--- config.mk ---
export PLATFORM = sky130hd
export DESIGN_NAME = prog_loader_flat
export DESIGN_NICKNAME = d
export VERILOG_FILES = /design/src/rtl/prog_loader_pkg.sv /design/src/rtl/prog_loader_if.sv /design/src/rtl/prog_loader_word_assembler.sv /design/src/rtl/prog_loader.sv /design/src/flat_wrapper.sv
export SDC_FILE = /design/constraint.sdc
export NUM_CORES = 1
export LEC_CHECK = 0
export CAP_MARGIN = 20
export CELL_PAD_IN_SITES_DETAIL_PLACEMENT = 1
export CELL_PAD_IN_SITES_GLOBAL_PLACEMENT = 1
export CORE_AREA = 2 2 100 102
export DETAILED_ROUTE_END_ITERATION = 10
export DIE_AREA = 0 0 102 104
export HOLD_SLACK_MARGIN = 0.05
export MAX_ROUTING_LAYER = met4
export PLACE_DENSITY_LB_ADDON = 0.1
export SLEW_MARGIN = 10
export SYNTH_ARGS = -nofsm -noshare
export SYNTH_HDL_FRONTEND = slang
export SYNTH_SLANG_ARGS = --single-unit
--- constraint.sdc ---
create_clock -name clk -period 6.8 [get_ports clk]
set_input_delay 1.36 -clock clk [delete_from_list [all_inputs] [get_ports clk]]
set_output_delay 1.36 -clock clk [all_outputs]
set_load 0.005 [all_outputs]
--- src/rtl/prog_loader_pkg.sv ---
// Shared definitions for the program loader: word width, sync marker,
// target codes and the loader state encoding.
package prog_loader_pkg;

  localparam int WORD_W = 16;

  localparam logic [7:0] SYNC_DEFAULT = 8'hA5;
  localparam logic [7:0] TGT_INSTR    = 8'h00;
  localparam logic [7:0] TGT_DATA     = 8'h01;

  typedef enum logic [3:0] {
    ST_HUNT,
    ST_TGT,
    ST_AH,
    ST_AL,
    ST_CH,
    ST_CL,
    ST_DH,
    ST_DL,
    ST_CSUM,
    ST_DONE
  } state_t;

  function automatic logic tgt_valid(input logic [7:0] code);
    return (code == TGT_INSTR) || (code == TGT_DATA);
  endfunction

endpackage

--- src/rtl/prog_loader_if.sv ---
// Byte-stream input, memory write port and processor control of the loader.
// master = host/processor side, slave = loader.
interface prog_loader_if #(
  parameter int ADDR_W = 16
);
  import prog_loader_pkg::*;

  logic              in_valid;
  logic [7:0]        in_byte;
  logic              in_ready;
  logic              wr_en;
  logic              wr_sel;
  logic [ADDR_W-1:0] wr_addr;
  logic [WORD_W-1:0] wr_data;
  logic              proc_hold;
  logic              done;
  logic              err;

  modport master (
    output in_valid, in_byte,
    input  in_ready, wr_en, wr_sel, wr_addr, wr_data, proc_hold, done, err
  );

  modport slave (
    input  in_valid, in_byte,
    output in_ready, wr_en, wr_sel, wr_addr, wr_data, proc_hold, done, err
  );

endinterface

--- src/rtl/prog_loader_word_assembler.sv ---
// Pairs hi/lo data bytes into 16-bit words and issues the registered memory
// write strobe; owns the running word address and its modulo wrap.
module prog_loader_word_assembler
  import prog_loader_pkg::*;
#(
  parameter int ADDR_W = 16
) (
  input  logic              clk,
  input  logic              reset,
  input  logic              addr_load,
  input  logic [ADDR_W-1:0] load_addr,
  input  logic              hi_take,
  input  logic              lo_take,
  input  logic              sel,
  input  logic [7:0]        data_byte,
  output logic              wr_en,
  output logic              wr_sel,
  output logic [ADDR_W-1:0] wr_addr,
  output logic [WORD_W-1:0] wr_data
);

  logic [ADDR_W-1:0] addr_q;
  logic [7:0]        hi_q;

  // NOTE: sequential state uses non-blocking assignments so every register
  // samples pre-edge values regardless of statement order.
  always_ff @(posedge clk or negedge reset) begin
    if (!reset) begin
      addr_q  <= '0;
      hi_q    <= '0;
      wr_en   <= 1'b0;
      wr_sel  <= 1'b0;
      wr_addr <= '0;
      wr_data <= '0;
    end else begin
      wr_en <= lo_take;
      if (addr_load) addr_q <= load_addr;
      if (hi_take)   hi_q   <= data_byte;
      if (lo_take) begin
        wr_sel  <= sel;
        wr_addr <= addr_q;
        wr_data <= {hi_q, data_byte};
        addr_q  <= addr_q + ADDR_W'(1);
      end
    end
  end

endmodule

--- src/rtl/prog_loader.sv ---
// Framed byte-stream loader for instruction/data memories; holds the processor
// in reset until a terminate frame. Define LOADER_CHECKSUM_EN for the CSUM byte.
module prog_loader
  import prog_loader_pkg::*;
#(
  parameter logic [7:0] SYNC_BYTE = SYNC_DEFAULT,
  parameter int         ADDR_W    = 16
) (
  input  logic          clk,
  input  logic          reset,
  prog_loader_if.slave  bus
);

`ifdef LOADER_CHECKSUM_EN
  localparam state_t DATA_END = ST_CSUM;
  localparam state_t ZERO_END = ST_CSUM;
`else
  localparam state_t DATA_END = ST_HUNT;
  localparam state_t ZERO_END = ST_DONE;
`endif

  state_t      state_q, state_d;
  logic        in_ready_q, done_q, err_q, sel_q;
  logic [7:0]  addr_hi_q;
  logic [15:0] cnt_q;
  logic        xfer, hi_take, lo_take, addr_load, err_set;
  logic [7:0]  b;

  assign b    = bus.in_byte;
  assign xfer = bus.in_valid & in_ready_q;

`ifdef LOADER_CHECKSUM_EN
  logic [7:0] csum_q;
  logic       zero_q;
`endif

  // NOTE: every signal written here gets a default first, so no path through
  // the case can leave it unassigned and infer a latch.
  always_comb begin
    state_d   = state_q;
    hi_take   = 1'b0;
    lo_take   = 1'b0;
    addr_load = 1'b0;
    err_set   = 1'b0;
    if (xfer) begin
      unique case (state_q)
        ST_HUNT: if (b == SYNC_BYTE) state_d = ST_TGT;
        ST_TGT: begin
          if (tgt_valid(b)) state_d = ST_AH;
          else begin
            err_set = 1'b1;
            state_d = ST_HUNT;
          end
        end
        ST_AH: state_d = ST_AL;
        ST_AL: begin
          addr_load = 1'b1;
          state_d   = ST_CH;
        end
        ST_CH: state_d = ST_CL;
        ST_CL: state_d = ({cnt_q[15:8], b} == 16'd0) ? ZERO_END : ST_DH;
        ST_DH: begin
          hi_take = 1'b1;
          state_d = ST_DL;
        end
        ST_DL: begin
          lo_take = 1'b1;
          state_d = (cnt_q == 16'd1) ? DATA_END : ST_DH;
        end
        ST_CSUM: begin
`ifdef LOADER_CHECKSUM_EN
          if (b != csum_q) begin
            err_set = 1'b1;
            state_d = ST_HUNT;
          end else begin
            state_d = zero_q ? ST_DONE : ST_HUNT;
          end
`else
          state_d = ST_HUNT;
`endif
        end
        ST_DONE: state_d = ST_DONE;
        default: state_d = ST_HUNT;
      endcase
    end
  end

  always_ff @(posedge clk or negedge reset) begin
    if (!reset) state_q <= ST_HUNT;
    else        state_q <= state_d;
  end

  always_ff @(posedge clk or negedge reset) begin
    if (!reset) begin
      in_ready_q <= 1'b0;
      done_q     <= 1'b0;
      err_q      <= 1'b0;
      sel_q      <= 1'b0;
      addr_hi_q  <= '0;
      cnt_q      <= '0;
    end else begin
      in_ready_q <= (state_d != ST_DONE);
      done_q     <= (state_d == ST_DONE);
      err_q      <= err_q | err_set;
      if (xfer) begin
        unique case (state_q)
          ST_TGT:  sel_q       <= (b == TGT_DATA);
          ST_AH:   addr_hi_q   <= b;
          ST_CH:   cnt_q[15:8] <= b;
          ST_CL:   cnt_q[7:0]  <= b;
          ST_DL:   cnt_q       <= cnt_q - 16'd1;
          default: ;
        endcase
      end
    end
  end

`ifdef LOADER_CHECKSUM_EN
  // Running XOR from TGT through the last data byte; zero_q marks a count-0 frame.
  always_ff @(posedge clk or negedge reset) begin
    if (!reset) begin
      csum_q <= '0;
      zero_q <= 1'b0;
    end else if (xfer) begin
      unique case (state_q)
        ST_TGT:                               csum_q <= b;
        ST_AH, ST_AL, ST_CH, ST_DH, ST_DL:    csum_q <= csum_q ^ b;
        ST_CL: begin
          csum_q <= csum_q ^ b;
          zero_q <= ({cnt_q[15:8], b} == 16'd0);
        end
        default: ;
      endcase
    end
  end
`endif

  prog_loader_word_assembler #(
    .ADDR_W (ADDR_W)
  ) u_word_assembler (
    .clk       (clk),
    .reset     (reset),
    .addr_load (addr_load),
    .load_addr (ADDR_W'({addr_hi_q, b})),
    .hi_take   (hi_take),
    .lo_take   (lo_take),
    .sel       (sel_q),
    .data_byte (b),
    .wr_en     (bus.wr_en),
    .wr_sel    (bus.wr_sel),
    .wr_addr   (bus.wr_addr),
    .wr_data   (bus.wr_data)
  );

  assign bus.in_ready  = in_ready_q;
  assign bus.done      = done_q;
  assign bus.proc_hold = ~done_q;
  assign bus.err       = err_q;

endmodule
--- src/flat_wrapper.sv ---
// flat-port wrapper written by rule: the top's interface ports become plain ports
module prog_loader_flat import prog_loader_pkg::*;
#(
  parameter logic [7:0] SYNC_BYTE = SYNC_DEFAULT,
  parameter int         ADDR_W    = 16
)
  (clk, reset, bus_in_valid, bus_in_byte, bus_in_ready, bus_wr_en, bus_wr_sel, bus_wr_addr, bus_wr_data, bus_proc_hold, bus_done, bus_err);
  prog_loader_if #(.ADDR_W(ADDR_W)) bus_i ();
  input  logic clk;
  input  logic reset;
  input wire logic [$bits(bus_i.in_valid)-1:0] bus_in_valid;
  input wire logic [$bits(bus_i.in_byte)-1:0] bus_in_byte;
  output wire logic [$bits(bus_i.in_ready)-1:0] bus_in_ready;
  output wire logic [$bits(bus_i.wr_en)-1:0] bus_wr_en;
  output wire logic [$bits(bus_i.wr_sel)-1:0] bus_wr_sel;
  output wire logic [$bits(bus_i.wr_addr)-1:0] bus_wr_addr;
  output wire logic [$bits(bus_i.wr_data)-1:0] bus_wr_data;
  output wire logic [$bits(bus_i.proc_hold)-1:0] bus_proc_hold;
  output wire logic [$bits(bus_i.done)-1:0] bus_done;
  output wire logic [$bits(bus_i.err)-1:0] bus_err;
  assign bus_i.in_valid = bus_in_valid;
  assign bus_i.in_byte = bus_in_byte;
  assign bus_in_ready = bus_i.in_ready;
  assign bus_wr_en = bus_i.wr_en;
  assign bus_wr_sel = bus_i.wr_sel;
  assign bus_wr_addr = bus_i.wr_addr;
  assign bus_wr_data = bus_i.wr_data;
  assign bus_proc_hold = bus_i.proc_hold;
  assign bus_done = bus_i.done;
  assign bus_err = bus_i.err;
  prog_loader #(.SYNC_BYTE(SYNC_BYTE), .ADDR_W(ADDR_W)) u_core (.clk(clk), .reset(reset), .bus(bus_i));
endmodule
**After elaboration in Yosys (flattened, before gate mapping)**

Index checks and enable logic that the tools add are counted.

- Register bits: 90
- Logic and storage cells: 62

- Add/sub/neg operators: 2
- Equality and inequality tests: 13
- Mux-type cells: 19
- Bitwise operators: 3
- Reduce and logical (&&, ||, !) cells: 11

Operators by type and width:

| kind | number |
|---|---|
| 4-bit one-hot mux with 9 select lines | 1 |
| 16-bit two-way mux | 2 |
| 8-bit one-hot mux with 2 select lines | 2 |
| 16-bit by 1-bit adder with 16-bit output, second input constant | 1 |
| 16-bit by 1-bit equality test with 1-bit output, second input constant | 1 |
| 4-bit by 3-bit equality test with 1-bit output, second input constant | 4 |
| 16-bit zero test | 1 |
| 16-bit by 1-bit subtractor with 16-bit output, second input constant | 1 |
| 4-bit two-way mux | 3 |
| 1-bit two-way mux | 9 |
| 4-bit by 2-bit equality test with 1-bit output, second input constant | 2 |
| 4-bit equality test, second input constant | 2 |
| 8-bit by 1-bit equality test with 1-bit output, second input constant | 1 |
| 8-bit equality test, second input constant | 1 |
| 8-bit zero test | 1 |
| 2-bit AND reduction | 4 |
| 2-bit nonzero test | 3 |
| 4-bit by 1-bit equality test with 1-bit output, second input constant | 1 |
| 4-bit zero test | 1 |
| 4-bit inequality test, second input constant | 1 |
| 3-bit two-way mux | 1 |
| 2-bit two-way mux | 1 |
| 1-bit bitwise AND | 1 |
| 1-bit logical OR | 1 |
| other kinds (2) | 2 |

**Depth between registers and ports, before layout**

- Word-level depth: 6
- Gate-level depth with buffers: 9
- Depth with buffers taken out: 7

**By module**

A second synthesis with hierarchy kept.

- Cells, all modules: 409
- Area total of the unflattened synthesis: 4454.3 um^2

Modules (own cells, without submodules):

| module | times used | cells an instance | area an instance (um^2) |
|---|---|---|---|
| prog_loader_word_assembler | 1 | 201 | 2539.9 |
| prog_loader | 1 | 208 | 1914.3 |

**Least setup slack after synthesis**

No wires, ideal clock.

- Path type: input-to-reg
- Start point: in bus_in_byte[1]
- End point: reg u_core.done_q, in the netlist u_core.bus.done
- Setup time: 120 ps
- Arrival time: 2604 ps
- Setup slack: 4076 ps
- Stages: 5
- Path buffers: 0
- Cell sequence: nor4_1 > nand2_1 > o31a_1 > a31o_2 > and3_1

- Cells in the longest elaborated chain, start to end: 6

Ends and longest elaborated chain:

| item | RTL line | RTL |
|---|---|---|
| from (decl) | flat_wrapper.sv:12 | `input wire logic [$bits(bus_i.in_byte)-1:0] bus_in_byte;` |
| 8-bit by 1-bit equality test with 1-bit output or 8-bit zero test (tied branches) | prog_loader_pkg.sv:25 | `return (code == TGT_INSTR) \|\| (code == TGT_DATA);` |
| 1-bit logical OR | prog_loader_pkg.sv:25 |  |
| 2-bit two-way mux | prog_loader.sv:49 | `if (tgt_valid(b)) state_d = ST_AH;` |
| 4-bit one-hot mux with 9 select lines * | prog_loader.sv:46 | `unique case (state_q)` |
| 4-bit two-way mux * | prog_loader.sv:45 | `if (xfer) begin` |
| 4-bit equality test * | prog_loader.sv:103 | `done_q <= (state_d == ST_DONE);` |
| to (signal assigned) | prog_loader.sv:103 |  |
| to (decl) | prog_loader.sv:23 | `logic in_ready_q, done_q, err_q, sel_q;` |

Mark *: on every way between the ends. The rest lies on a longest branch, timed or not.
A chain may end at the register's enable or synchronous reset.

**Final worst setup path**

- Start point: in bus_in_valid
- End point: reg u_core.u_word_assembler.addr_q[7]

- Cells in the longest elaborated chain, start to end: 3

Ends and longest elaborated chain:

| item | RTL line | RTL |
|---|---|---|
| from (decl) | flat_wrapper.sv:11 | `input wire logic [$bits(bus_i.in_valid)-1:0] bus_in_valid;` |
| 1-bit bitwise AND * | prog_loader.sv:30 | `assign xfer = bus.in_valid & in_ready_q;` |
| 1-bit two-way mux | prog_loader.sv:45 |  |
| 16-bit two-way mux or 2-bit nonzero test (tied branches) | n/a |  |
| to (signal assigned) | prog_loader_word_assembler.sv:37 | `if (addr_load) addr_q <= load_addr;` |
| to (signal assigned) | prog_loader_word_assembler.sv:43 | `addr_q <= addr_q + ADDR_W'(1);` |
| to (decl) | prog_loader_word_assembler.sv:22 | `logic [ADDR_W-1:0] addr_q;` |

Marks and branches as above.

==> flow_summary.ini <==
[run_status]
status = finished, final reports clean

[clock_network]
cts_sinks = 90
post_cts_buffers = 0
insertion_delay_ns = 0.37
htreeDepth = 3
cts.clk_slew.worst_paths_ns = 0.09
cts_buffers = 9
ctsResizeCount = 0
cts_root_buffer = clkbuf_8
clockBufferDepth = 2
cts_hold_buf = 0
cts_tree = done

[power]
p_per_area_nw_per_um2 = 419
pwr-share-comb_pct = 34.3
p_int_w = 0.00139
clkPwrFrac_pct = 20.5
seq_power_share_pct = 45.2
netSwitchingPower_w = 0.000766
p_sw_share_pct = 35.6
power_leakage_nw = 2.23
ir_drop_v = 0.000148

[grt]
antenna_found_initial = 0
grt-ovfl-total = 0
grt_first_pass_wirelength_um = 19300
grt.total_usage_pct = 23.8
first_global_vias = 3779
grt_max_degree = 55

[synthesis]
synth.area.top_cells = dfrtp_1, nand2_1, mux2_2
ys_seq_area_share_pct = 52.2
synth_area_um2 = 4310
yosys.area.top_type_share_pct = 52.2
synth_top_cell_by_area = dfrtp_1
ys_warn_count = 0
ys_async_sr_fraction_pct = 100
synth_commonest_cells = nand2_1, dfrtp_1, o21ai_0, a21oi_1, nor2_1
synth_edf_count = 0
synth.most_common_cell = nand2_1
ys_types = 54
synth.avg_cell_area_um2 = 9.10
synthCells = 474
synth_flop_cell = dfrtp_1
synth_nets = 488
synth-seq-cells = 90

[setup_path]
crit_fanout = 54
arrival_ns = 3.85
end_kind = flip-flop
setup.worst_path.start_class = input port
worst-endpoint-required_ns = 7.08
critPathKind = in2reg

[timing]
tightest_slew_ns = 0.779
fin_skew_ns = 0.0128
fin_tns_setup_ns = 0
whs_ns = 0.477
layout_worst_path_cycle_share_pct = 52.5
hold_viol = 0
max_slew_margin_pct = 48.0
min_period_ns = 3.57
setup-violations-final = 0
finalMaxSlewViolations = 0
rsz0062_at_grt = no
max_freq_ghz = 0.280

[routing]
vias_per_cell = 5.61
drt_wl_total_um = 11500
drcViolationCount = 0
first_iter_violations = 199
vias = 3634
wl_per_cell_um = 17.7
antenna_left = 0
first_pass_iters = 4

[die]
core_area_um2 = 9550
fp.dieW_um = 102
dieArea_um2 = 10600
die_h_um = 104
io_pins = 49
fp-row-count = 36
initial_core_util_pct = 45.2

[placed_design]
numPortBuffers = 48
dp_hpwl_um = 7750
gp_congestion = 0.841

[finish]
antennaDiodeCount = 0
areaGrowthSynthToFinish_pct = 19.2
fin_nets = 524
drive_above_1_share_pct = 8.93
fill_cells = 1112
fin_util_pct = 53.8

[run]
maxCapViolations = 0

[hold_path]
hold_path_class = reg2reg
per-stage QoR:
step / instance area, um^2 / setup slack (ns) / cells / total power [W]
after floorplan: 4310 / 4.08 / 474 / 0.00138
after global placement: 4880 / 3.01 / 631 / 0.00168
after detailed placement: 4880 / 2.86 / 631 / 0.00172
after CTS: 5120 / 3.22 / 647 / 0.00216
after global routing: 5140 / 3.02 / 648 / 0.00232
final: 5140 / 3.23 / 648 / 0.00215
critical path: stages:
cell             delay [ns]
clkdlybuf4s50_1        0.51
and2_1                 0.26
nand2_1                0.08
buf_4                  0.32
inv_2                  0.64
nand2_1                0.21
o31a_1                 0.29
o21ai_0                0.14
layout by cell type, fill, tap and decap left out, types with 3 or more instances in the layout:
master | synthesis | layout
nand2_1 | 131 | 131
dfrtp_1 | 90 | 90
clkdlybuf4s50_1 | 0 | 47
o21ai_0 | 38 | 38
a21oi_1 | 31 | 31
nor2_1 | 25 | 25
mux2_2 | 17 | 17
clkbuf_8 | 0 | 13
inv_1 | 9 | 9
nand3_1 | 9 | 9
nor3_1 | 8 | 8
nor4_1 | 7 | 7
nand4_1 | 6 | 6
or3_1 | 5 | 5
o32ai_1 | 5 | 5
a22oi_1 | 4 | 4
o22a_1 | 4 | 4
buf_4 | 0 | 4
and2_1 | 3 | 3
o22ai_1 | 3 | 3
a22o_1 | 3 | 3
nor3b_1 | 3 | 3
ha_1 | 3 | 3
flip-flops by register name, summed over array words and instances, names as in the netlist:
signal / flops
u_core.u_word_assembler.wr_data: 16
u_core.u_word_assembler.wr_sel: 1
u_core.sel_q: 1
u_core.cnt_q: 16
u_core.u_word_assembler.wr_addr: 16
u_core.u_word_assembler.addr_q: 16
u_core.bus.err: 1
u_core.u_word_assembler.wr_en: 1
u_core.state_q: 4
u_core.bus.in_ready: 1
u_core.u_word_assembler.hi_q: 8
u_core.bus.done: 1
u_core.addr_hi_q: 8
per-layer routing:
metal	global-route usage [%]	share of wire [%]	vias to the layer above
met5	-	0	-
met4	9.43	1.7	0
met3	2.89	2.8	13
met2	37.4	51	59
met1	31.3	45	1831
li1	-	-	1731
cells by family after synthesis:
group           Yosys count  share of synthesized area (%)
simple gates            213                           22.2
buf+inv                  37                           3.25
xor+xnor                  1                          0.203
fa+ha+maj                 3                          0.870
mux                      18                           4.67
compound gates          112                           16.6
flops                    90                           52.2
worst paths after layout:
kind,startpoint,end,slack (ns),cells after the start
setup / recovery,bus_in_valid,u_core.u_word_assembler.addr_q[7],3.23,8
hold reg to reg,u_core.u_word_assembler.hi_q[5],u_core.u_word_assembler.wr_data[13],0.48,2
min in group asynchronous,reset,u_core.u_word_assembler.wr_addr[10],0.95,1
setup reg to reg,u_core.state_q[0],u_core.u_word_assembler.addr_q[7],3.67,7
hold / removal,u_core.u_word_assembler.hi_q[5],u_core.u_word_assembler.wr_data[13],0.48,2
max in group asynchronous,reset,u_core.state_q[0],4.81,2
cell type report:
type / instances / area (um^2) / area share, %
tap: 133 / 166 / 3.24
inverter: 10 / 37.5 / 0.730
clock inverter: 3 / 68.8 / 1.34
timing repair buffer: 52 / 515 / 10.0
clock buffer: 13 / 179 / 3.48
sequential: 90 / 2250 / 43.8
multi-input combinational: 347 / 1920 / 37.4
power by group through the flow:
stage               logic, W  registers [W]  clock network (W)
finish              0.000739       0.000974           0.000442
global route        0.000840        0.00101           0.000465
CTS                 0.000745       0.000972           0.000447
detailed placement  0.000740       0.000983                  0
global placement    0.000713       0.000969                  0
floorplan           0.000462       0.000917                  0
Power figures use the tool's default switching activity.
